==> src/rtl/uart_frame_tx.sv <==
// -----------------------------------------------------------------------------
// uart_frame_tx
//   Serial UART transmitter with a one-entry holding register in front of the
//   shift register, so a second word can be queued while a frame is on the
//   line and sent back-to-back with no idle gap.
//
//   Frame: start (0), DBITS data bits LSB first, [parity], stop (1).
//   Every bit except stop lasts 16 oversampling ticks; stop lasts SB_TICK
//   ticks. One tick = BR_LIMIT clocks.
//
// Optional feature (compile-time macro UART_FRAME_TX_PARITY_EN):
//   defined   -> a parity bit is sent between the data bits and the stop bit.
//                Even parity by default, odd when PARITY_ODD=1.
//   undefined -> no parity state or logic.
//
// Ports
//   clk_100MHz : system clock, all logic on the rising edge
//   reset      : asynchronous, active-high reset
//   tx_data    : word to transmit
//   tx_valid   : tx_data is valid; taken on an edge where tx_ready is high
//   tx_ready   : holding register is empty
//   tx         : registered serial output, idles high
//   tx_busy    : registered, high whenever a frame is in progress
//   tx_done    : one-cycle pulse in the final clock of each stop bit
// -----------------------------------------------------------------------------
module uart_frame_tx #(
  parameter int DBITS      = 8,
  parameter int SB_TICK    = 16,
  parameter int BR_LIMIT   = 651,
  parameter int BR_BITS    = 10,
  parameter int PARITY_ODD = 0
) (
  input  logic             clk_100MHz,
  input  logic             reset,
  input  logic [DBITS-1:0] tx_data,
  input  logic             tx_valid,
  output logic             tx_ready,
  output logic             tx,
  output logic             tx_busy,
  output logic             tx_done
);

  // Per-state tick counter must reach both 15 and SB_TICK-1.
  localparam int STW = $clog2(((SB_TICK > 16) ? SB_TICK : 16) + 1);
  localparam int NW  = $clog2(DBITS + 1);

  localparam logic [BR_BITS-1:0] CNT_LAST    = BR_BITS'(BR_LIMIT - 1);
  localparam logic [STW-1:0]     S_LAST_BIT  = STW'(15);
  localparam logic [STW-1:0]     S_LAST_STOP = STW'(SB_TICK - 1);
  localparam logic [NW-1:0]      N_LAST      = NW'(DBITS - 1);

  typedef enum logic [2:0] {
    IDLE,
    START,
    DATA,
`ifdef UART_FRAME_TX_PARITY_EN
    PARITY,
`endif
    STOP
  } state_t;

  state_t               state_q, state_d;
  logic [BR_BITS-1:0]   cnt_q, cnt_d;       // clocks within the current tick
  logic [STW-1:0]       s_q, s_d;           // ticks within the current bit
  logic [NW-1:0]        n_q, n_d;           // data bit index
  logic [DBITS-1:0]     b_q, b_d;           // shifter
  logic [DBITS-1:0]     hold_q, hold_d;     // holding register
  logic                 hold_full_q, hold_full_d;
  logic                 tx_q, tx_d;
  logic                 busy_q, busy_d;
`ifdef UART_FRAME_TX_PARITY_EN
  logic                 par_q, par_d;
`endif

  logic tick;
  logic load;   // move holding register into shifter and (re)enter START
  logic done;

  assign tick = (cnt_q == CNT_LAST);

  always_comb begin
    state_d     = state_q;
    s_d         = s_q;
    n_d         = n_q;
    b_d         = b_q;
    hold_d      = hold_q;
    hold_full_d = hold_full_q;
    load        = 1'b0;
    done        = 1'b0;
`ifdef UART_FRAME_TX_PARITY_EN
    par_d       = par_q;
`endif

    case (state_q)
      IDLE: begin
        if (hold_full_q) load = 1'b1;
      end
      START: begin
        if (tick) begin
          if (s_q == S_LAST_BIT) begin
            state_d = DATA;
            s_d     = '0;
            n_d     = '0;
          end else begin
            s_d = s_q + STW'(1);
          end
        end
      end
      DATA: begin
        if (tick) begin
          if (s_q == S_LAST_BIT) begin
            s_d = '0;
            b_d = b_q >> 1;
            if (n_q == N_LAST) begin
`ifdef UART_FRAME_TX_PARITY_EN
              state_d = PARITY;
`else
              state_d = STOP;
`endif
            end else begin
              n_d = n_q + NW'(1);
            end
          end else begin
            s_d = s_q + STW'(1);
          end
        end
      end
`ifdef UART_FRAME_TX_PARITY_EN
      PARITY: begin
        if (tick) begin
          if (s_q == S_LAST_BIT) begin
            state_d = STOP;
            s_d     = '0;
          end else begin
            s_d = s_q + STW'(1);
          end
        end
      end
`endif
      STOP: begin
        if (tick) begin
          if (s_q == S_LAST_STOP) begin
            done = 1'b1;
            s_d  = '0;
            // A queued word follows immediately with no idle gap.
            if (hold_full_q) load = 1'b1;
            else             state_d = IDLE;
          end else begin
            s_d = s_q + STW'(1);
          end
        end
      end
      default: state_d = IDLE;
    endcase

    // load requires hold_full, which blocks an accept, so the two never
    // collide on the holding register.
    if (load) begin
      state_d     = START;
      s_d         = '0;
      n_d         = '0;
      b_d         = hold_q;
      hold_full_d = 1'b0;
`ifdef UART_FRAME_TX_PARITY_EN
      // Captured at load time because the shifter is consumed during DATA.
      par_d       = (^hold_q) ^ (PARITY_ODD != 0);
`endif
    end else if (tx_valid && !hold_full_q) begin
      hold_d      = tx_data;
      hold_full_d = 1'b1;
    end

    // Clearing on START entry makes every start bit a full 16 ticks even when
    // leaving IDLE at an arbitrary phase of the free-running counter.
    cnt_d = (load || tick) ? '0 : cnt_q + BR_BITS'(1);

    // tx is registered, so drive the level belonging to the next state.
    case (state_d)
      START:   tx_d = 1'b0;
      DATA:    tx_d = b_d[0];
`ifdef UART_FRAME_TX_PARITY_EN
      PARITY:  tx_d = par_d;
`endif
      default: tx_d = 1'b1;
    endcase

    busy_d = (state_d != IDLE);
  end

  always_ff @(posedge clk_100MHz or posedge reset) begin
    if (reset) begin
      state_q     <= IDLE;
      cnt_q       <= '0;
      s_q         <= '0;
      n_q         <= '0;
      b_q         <= '0;
      hold_q      <= '0;
      hold_full_q <= 1'b0;
      tx_q        <= 1'b1;
      busy_q      <= 1'b0;
`ifdef UART_FRAME_TX_PARITY_EN
      par_q       <= 1'b0;
`endif
    end else begin
      state_q     <= state_d;
      cnt_q       <= cnt_d;
      s_q         <= s_d;
      n_q         <= n_d;
      b_q         <= b_d;
      hold_q      <= hold_d;
      hold_full_q <= hold_full_d;
      tx_q        <= tx_d;
      busy_q      <= busy_d;
`ifdef UART_FRAME_TX_PARITY_EN
      par_q       <= par_d;
`endif
    end
  end

`ifndef UART_FRAME_TX_PARITY_EN
  // Parity sense has no meaning when no parity bit is transmitted.
  if (PARITY_ODD != 0) begin : g_parity_sense_ignored
  end
`endif

  assign tx_ready = ~hold_full_q;
  assign tx       = tx_q;
  assign tx_busy  = busy_q;
  assign tx_done  = done;   // decoded from registers only; low in reset (IDLE)

endmodule

==> config.mk <==
export PLATFORM = sky130hd
export DESIGN_NAME = uart_frame_tx
export DESIGN_NICKNAME = d
export VERILOG_FILES = /design/src/rtl/uart_frame_tx.sv
export SDC_FILE = /design/constraint.sdc
export NUM_CORES = 1
export LEC_CHECK = 0
export BUFFER_PORTS_ARGS = -buffer_cell sky130_fd_sc_hd__buf_2
export CAP_MARGIN = 10
export CORE_ASPECT_RATIO = 1.5
export CORE_MARGIN = 1.5
export CORE_UTILIZATION = 56
export DETAILED_ROUTE_END_ITERATION = 6
export GPL_ROUTABILITY_DRIVEN = 0
export HOLD_SLACK_MARGIN = 0.03
export PLACE_DENSITY = 0.75
export SYNTH_ARGS = -nofsm -noshare
export SYNTH_HDL_FRONTEND = slang
export SYNTH_SLANG_ARGS = --single-unit
==> constraint.sdc <==
create_clock -name clk_100MHz -period 2.12 [get_ports clk_100MHz]
set_clock_uncertainty 0.1 [all_clocks]
set_input_delay 0.424 -clock clk_100MHz [delete_from_list [all_inputs] [get_ports clk_100MHz]]
set_output_delay 0.424 -clock clk_100MHz [all_outputs]
set_load 0.05 [all_outputs]
==> impl_metrics.json <==
{
  "reg2reg_depth": 6,
  "netlist_area_um2": 2000,
  "setup_viol": 1,
  "power_frac_clock_pct": 20.4,
  "register_area_um2": 1030,
  "tightest_slew_ns": 0.506,
  "diodes": 0,
  "cp_top_family": "simple AND/OR/NAND/NOR gates",
  "port_buffers": 14,
  "overflow": 0,
  "max_cap_viol_count": 0,
  "cts_hold_repair.buffers": 0,
  "die_area_um2": 3950,
  "fp.dieW_um": 51.8,
  "dpl_cell_area_um2": 2190,
  "fmax_mhz": 443,
  "async_flop_share_pct": 100,
  "dr.pass1.iters": 4,
  "ys_seq_elements": 41,
  "wire_per_inst_um": 14.9,
  "grt_max_degree": 42,
  "critPathMostFrequentCell": "and3_4",
  "p_sw_share_pct": 33.4,
  "end_kind": "output pin",
  "crit_slowest_cell": "dfrtp_2",
  "routed_wl_mm": 3.70,
  "dpl.hpwl_mm": 2.60,
  "drt-initial-drc-count": 11,
  "synth_area_per_cell_um2": 11.5,
  "worst_slack_ns": -0.136,
  "status": "finished, violations left",
  "critPathBufInv": 1,
  "leakage_nw": 1.14,
  "crit_type": "reg -> out",
  "drv_slew": 0,
  "grt_use_total_pct": 21.7,
  "final_nets": 221,
  "critical_path_required_ns": 1.60,
  "critical_path_depth": 5,
  "cts-root-buf": "clkbuf_8",
  "core_um2": 3420,
  "setup_tns_ns": -0.136,
  "final_util_pct": 68.1,
  "slowest_delay_ns": 0.44,
  "drcViolationCount": 0,
  "whs_ns": 0.135,
  "io_pins": 15,
  "final_area_um2": 2330,
  "die_height_um": 76.2,
  "grt_pass1_vias": 1480,
  "p_int_mw": 1.58,
  "worstPathArrival_ns": 1.73,
  "cts_buffer_depth": 2,
  "synth_sequential_area_ratio_pct": 51.3,
  "synth_cells": 174,
  "initial_core_util_pct": 58.6,
  "multi_input_area_um2": 960,
  "path_clk_slew_ns": 0.08,
  "pwr_density_cell_nw_per_um2": 1020,
  "fin_crit_ns": 2.26,
  "p_switching_mw": 0.794,
  "area_growth_pct": 16.2,
  "yosys_warnings": 0,
  "drive_gt1_share_pct": 29.5,
  "worstPathMaxFanout": 3,
  "seqPwrFrac_pct": 49.1,
  "violations": "setup timing",
  "relSlewSlack_pct": 66.3,
  "power_frac_comb_pct": 30.5,
  "hp-class": "in -> async",
  "grt_antenna_before_repair": 0,
  "finalHoldViolCount": 0,
  "cts_sinks": 41,
  "cts_tree": "done",
  "syn-num-nets": 189,
  "vdd_drop_max_v": 0.000758,
  "fin_crit_sh_pct": 106,
  "vias_per_cell": 5.49,
  "drtAntennaViolNets": 0,
  "cts.htree.levels": 2,
  "fill_cells": 263,
  "synth_edf_count": 0,
  "grt_pass1_wl_mm": 6.53,
  "num_vias": 1368,
  "numCtsBuffers": 5,
  "ys_types": 43,
  "insertion_delay_ns": 0.29,
  "synthFlopType": "dfrtp_1",
  "rsz0062_at_grt": "true",
  "rows": 26,
  "cp-start-kind": "flip-flop",
  "crit_chain": "nor4b_4 -> and2_4 -> and3_4 -> and3_4 -> buf_8"
}
## cells in the final DEF (no fill, tap or decap), types with 2 or more instances in the layout
master | netlist | routed
dfrtp_1 | 40 | 39
a21oi_1 | 2 | 2
nand3_1 | 4 | 4
inv_1 | 5 | 5
clkbuf_8 | 0 | 5
and3_4 | 0 | 2
nand2_1 | 10 | 10
mux2_2 | 8 | 8
a21o_1 | 8 | 8
o21ai_1 | 4 | 4
clkinv_2 | 0 | 2
a22o_1 | 7 | 7
nor2_1 | 21 | 21
nand4_1 | 2 | 2
mux2_4 | 2 | 2
buf_4 | 1 | 14
xnor2_1 | 6 | 6
o21ai_0 | 6 | 6
buf_2 | 0 | 13
and2_1 | 3 | 2
xor2_1 | 4 | 4
nor2b_1 | 4 | 4
nand3b_1 | 3 | 3
ha_1 | 4 | 4
and3_1 | 3 | 2
mux2i_1 | 3 | 3
## path summary, 6_finish.rpt
check | from | to | slack, ns
setup reg to reg | cnt_q[5] | b_q[2] | 0.15
max in group asynchronous | reset | cnt_q[4] | 1.42
hold reg to reg | n_q[3] | n_q[3] | 0.37
hold / removal | reset | cnt_q[2] | 0.14
setup / recovery | cnt_q[4] | tx_done | -0.14
min in group clk_100MHz | tx_data[1] | hold_q[1] | 0.26
## power by group through the flow
| stage | registers, mW | clock network, mW | logic, mW |
|---|---|---|---|
| 4_1_cts | 1.16 | 0.501 | 0.714 |
| 5_1_grt | 1.20 | 0.526 | 0.804 |
| 3_3_place_gp | 1.16 | 0 | 0.675 |
| 2_1_floorplan | 1.20 | 0 | 0.456 |
| 3_5_place_dp | 1.18 | 0 | 0.700 |
| 6_report | 1.17 | 0.484 | 0.724 |
## routing by layer
| metal | up-vias | GRT usage, % | share of wire [%] |
|---|---|---|---|
| met2 | 15 | 36.3 | 56 |
| met4 | 0 | 10.3 | 1.5 |
| met1 | 663 | 25.5 | 40 |
| li1 | 683 | - | - |
| met3 | 7 | 4.90 | 2.3 |
| met5 | - | 0 | 0 |
## layout make-up
type	instances	share of cell area, %
timing repair buffer	28	7.96
clock buffer	6	3.12
multi-input combinational	125	41.2
inverter	5	0.806
tap	42	2.26
sequential	41	44.2
clock inverter	2	0.430
## registers in the layout, indices dropped and copies added (netlist names)
| name | cells |
|---|---|
| b_q | 8 |
| cnt_q | 10 |
| hold_full_q | 1 |
| hold_q | 8 |
| n_q | 4 |
| s_q | 5 |
| state_q | 3 |
| tx | 1 |
| tx_busy | 1 |
## cells in the mapped netlist (2+ instances only)
master / instances / area share, %
ha_1: 4 / 2.5
nand2_1: 10 / 1.9
mux2_4: 2 / 1.5
nand4_1: 2 / 0.62
a22o_1: 7 / 3.1
nor2_1: 21 / 3.9
nor2b_1: 4 / 1.2
inv_1: 5 / 0.94
a21o_1: 8 / 3.0
and3_1: 3 / 0.94
nor3b_2: 2 / 1.2
mux2i_1: 3 / 1.5
and3_2: 2 / 0.75
o21ai_1: 4 / 1.0
nand3b_1: 3 / 1.1
dfrtp_1: 40 / 50
nand3_1: 4 / 1.0
o21ai_0: 6 / 1.5
xor2_1: 4 / 1.7
mux2_2: 8 / 4.5
and2_1: 3 / 0.94
a21oi_1: 2 / 0.50
xnor2_1: 6 / 2.6
clkbuf_1: 2 / 0.38
## cell families after synthesis
family / synth area share, %
and+or+nand+nor: 20.6
AOI/OAI and AO/OA: 11.8
adders and majority gates: 2.50
DFF: 51.3
buffers and inverters: 1.69
other: 0.187
muxes: 7.50
xor gates and xnor gates: 4.37
## worst min-delay path, delay by kind of cell
kind,cells,cell delay [ns]
buffers and inverters,3,0.55
## repair_timing
action,in CTS,in global routing
setup endpoints to repair,1,9
gates resized for setup,8,1
setup buffers,2,1
gates cloned,0,0
pin swaps,1,2
## per-stage QoR
step / power (mW) / setup slack [ns] / std cells
6_report: 2.38 / -0.136 / 249
5_1_grt: 2.53 / -0.218 / 249
4_1_cts: 2.38 / -0.131 / 248
2_1_floorplan: 1.65 / 0.0712 / 174
3_3_place_gp: 1.83 / 0.0696 / 238
3_5_place_dp: 1.88 / 0.0619 / 238
Power figures use the tool's default switching activity.
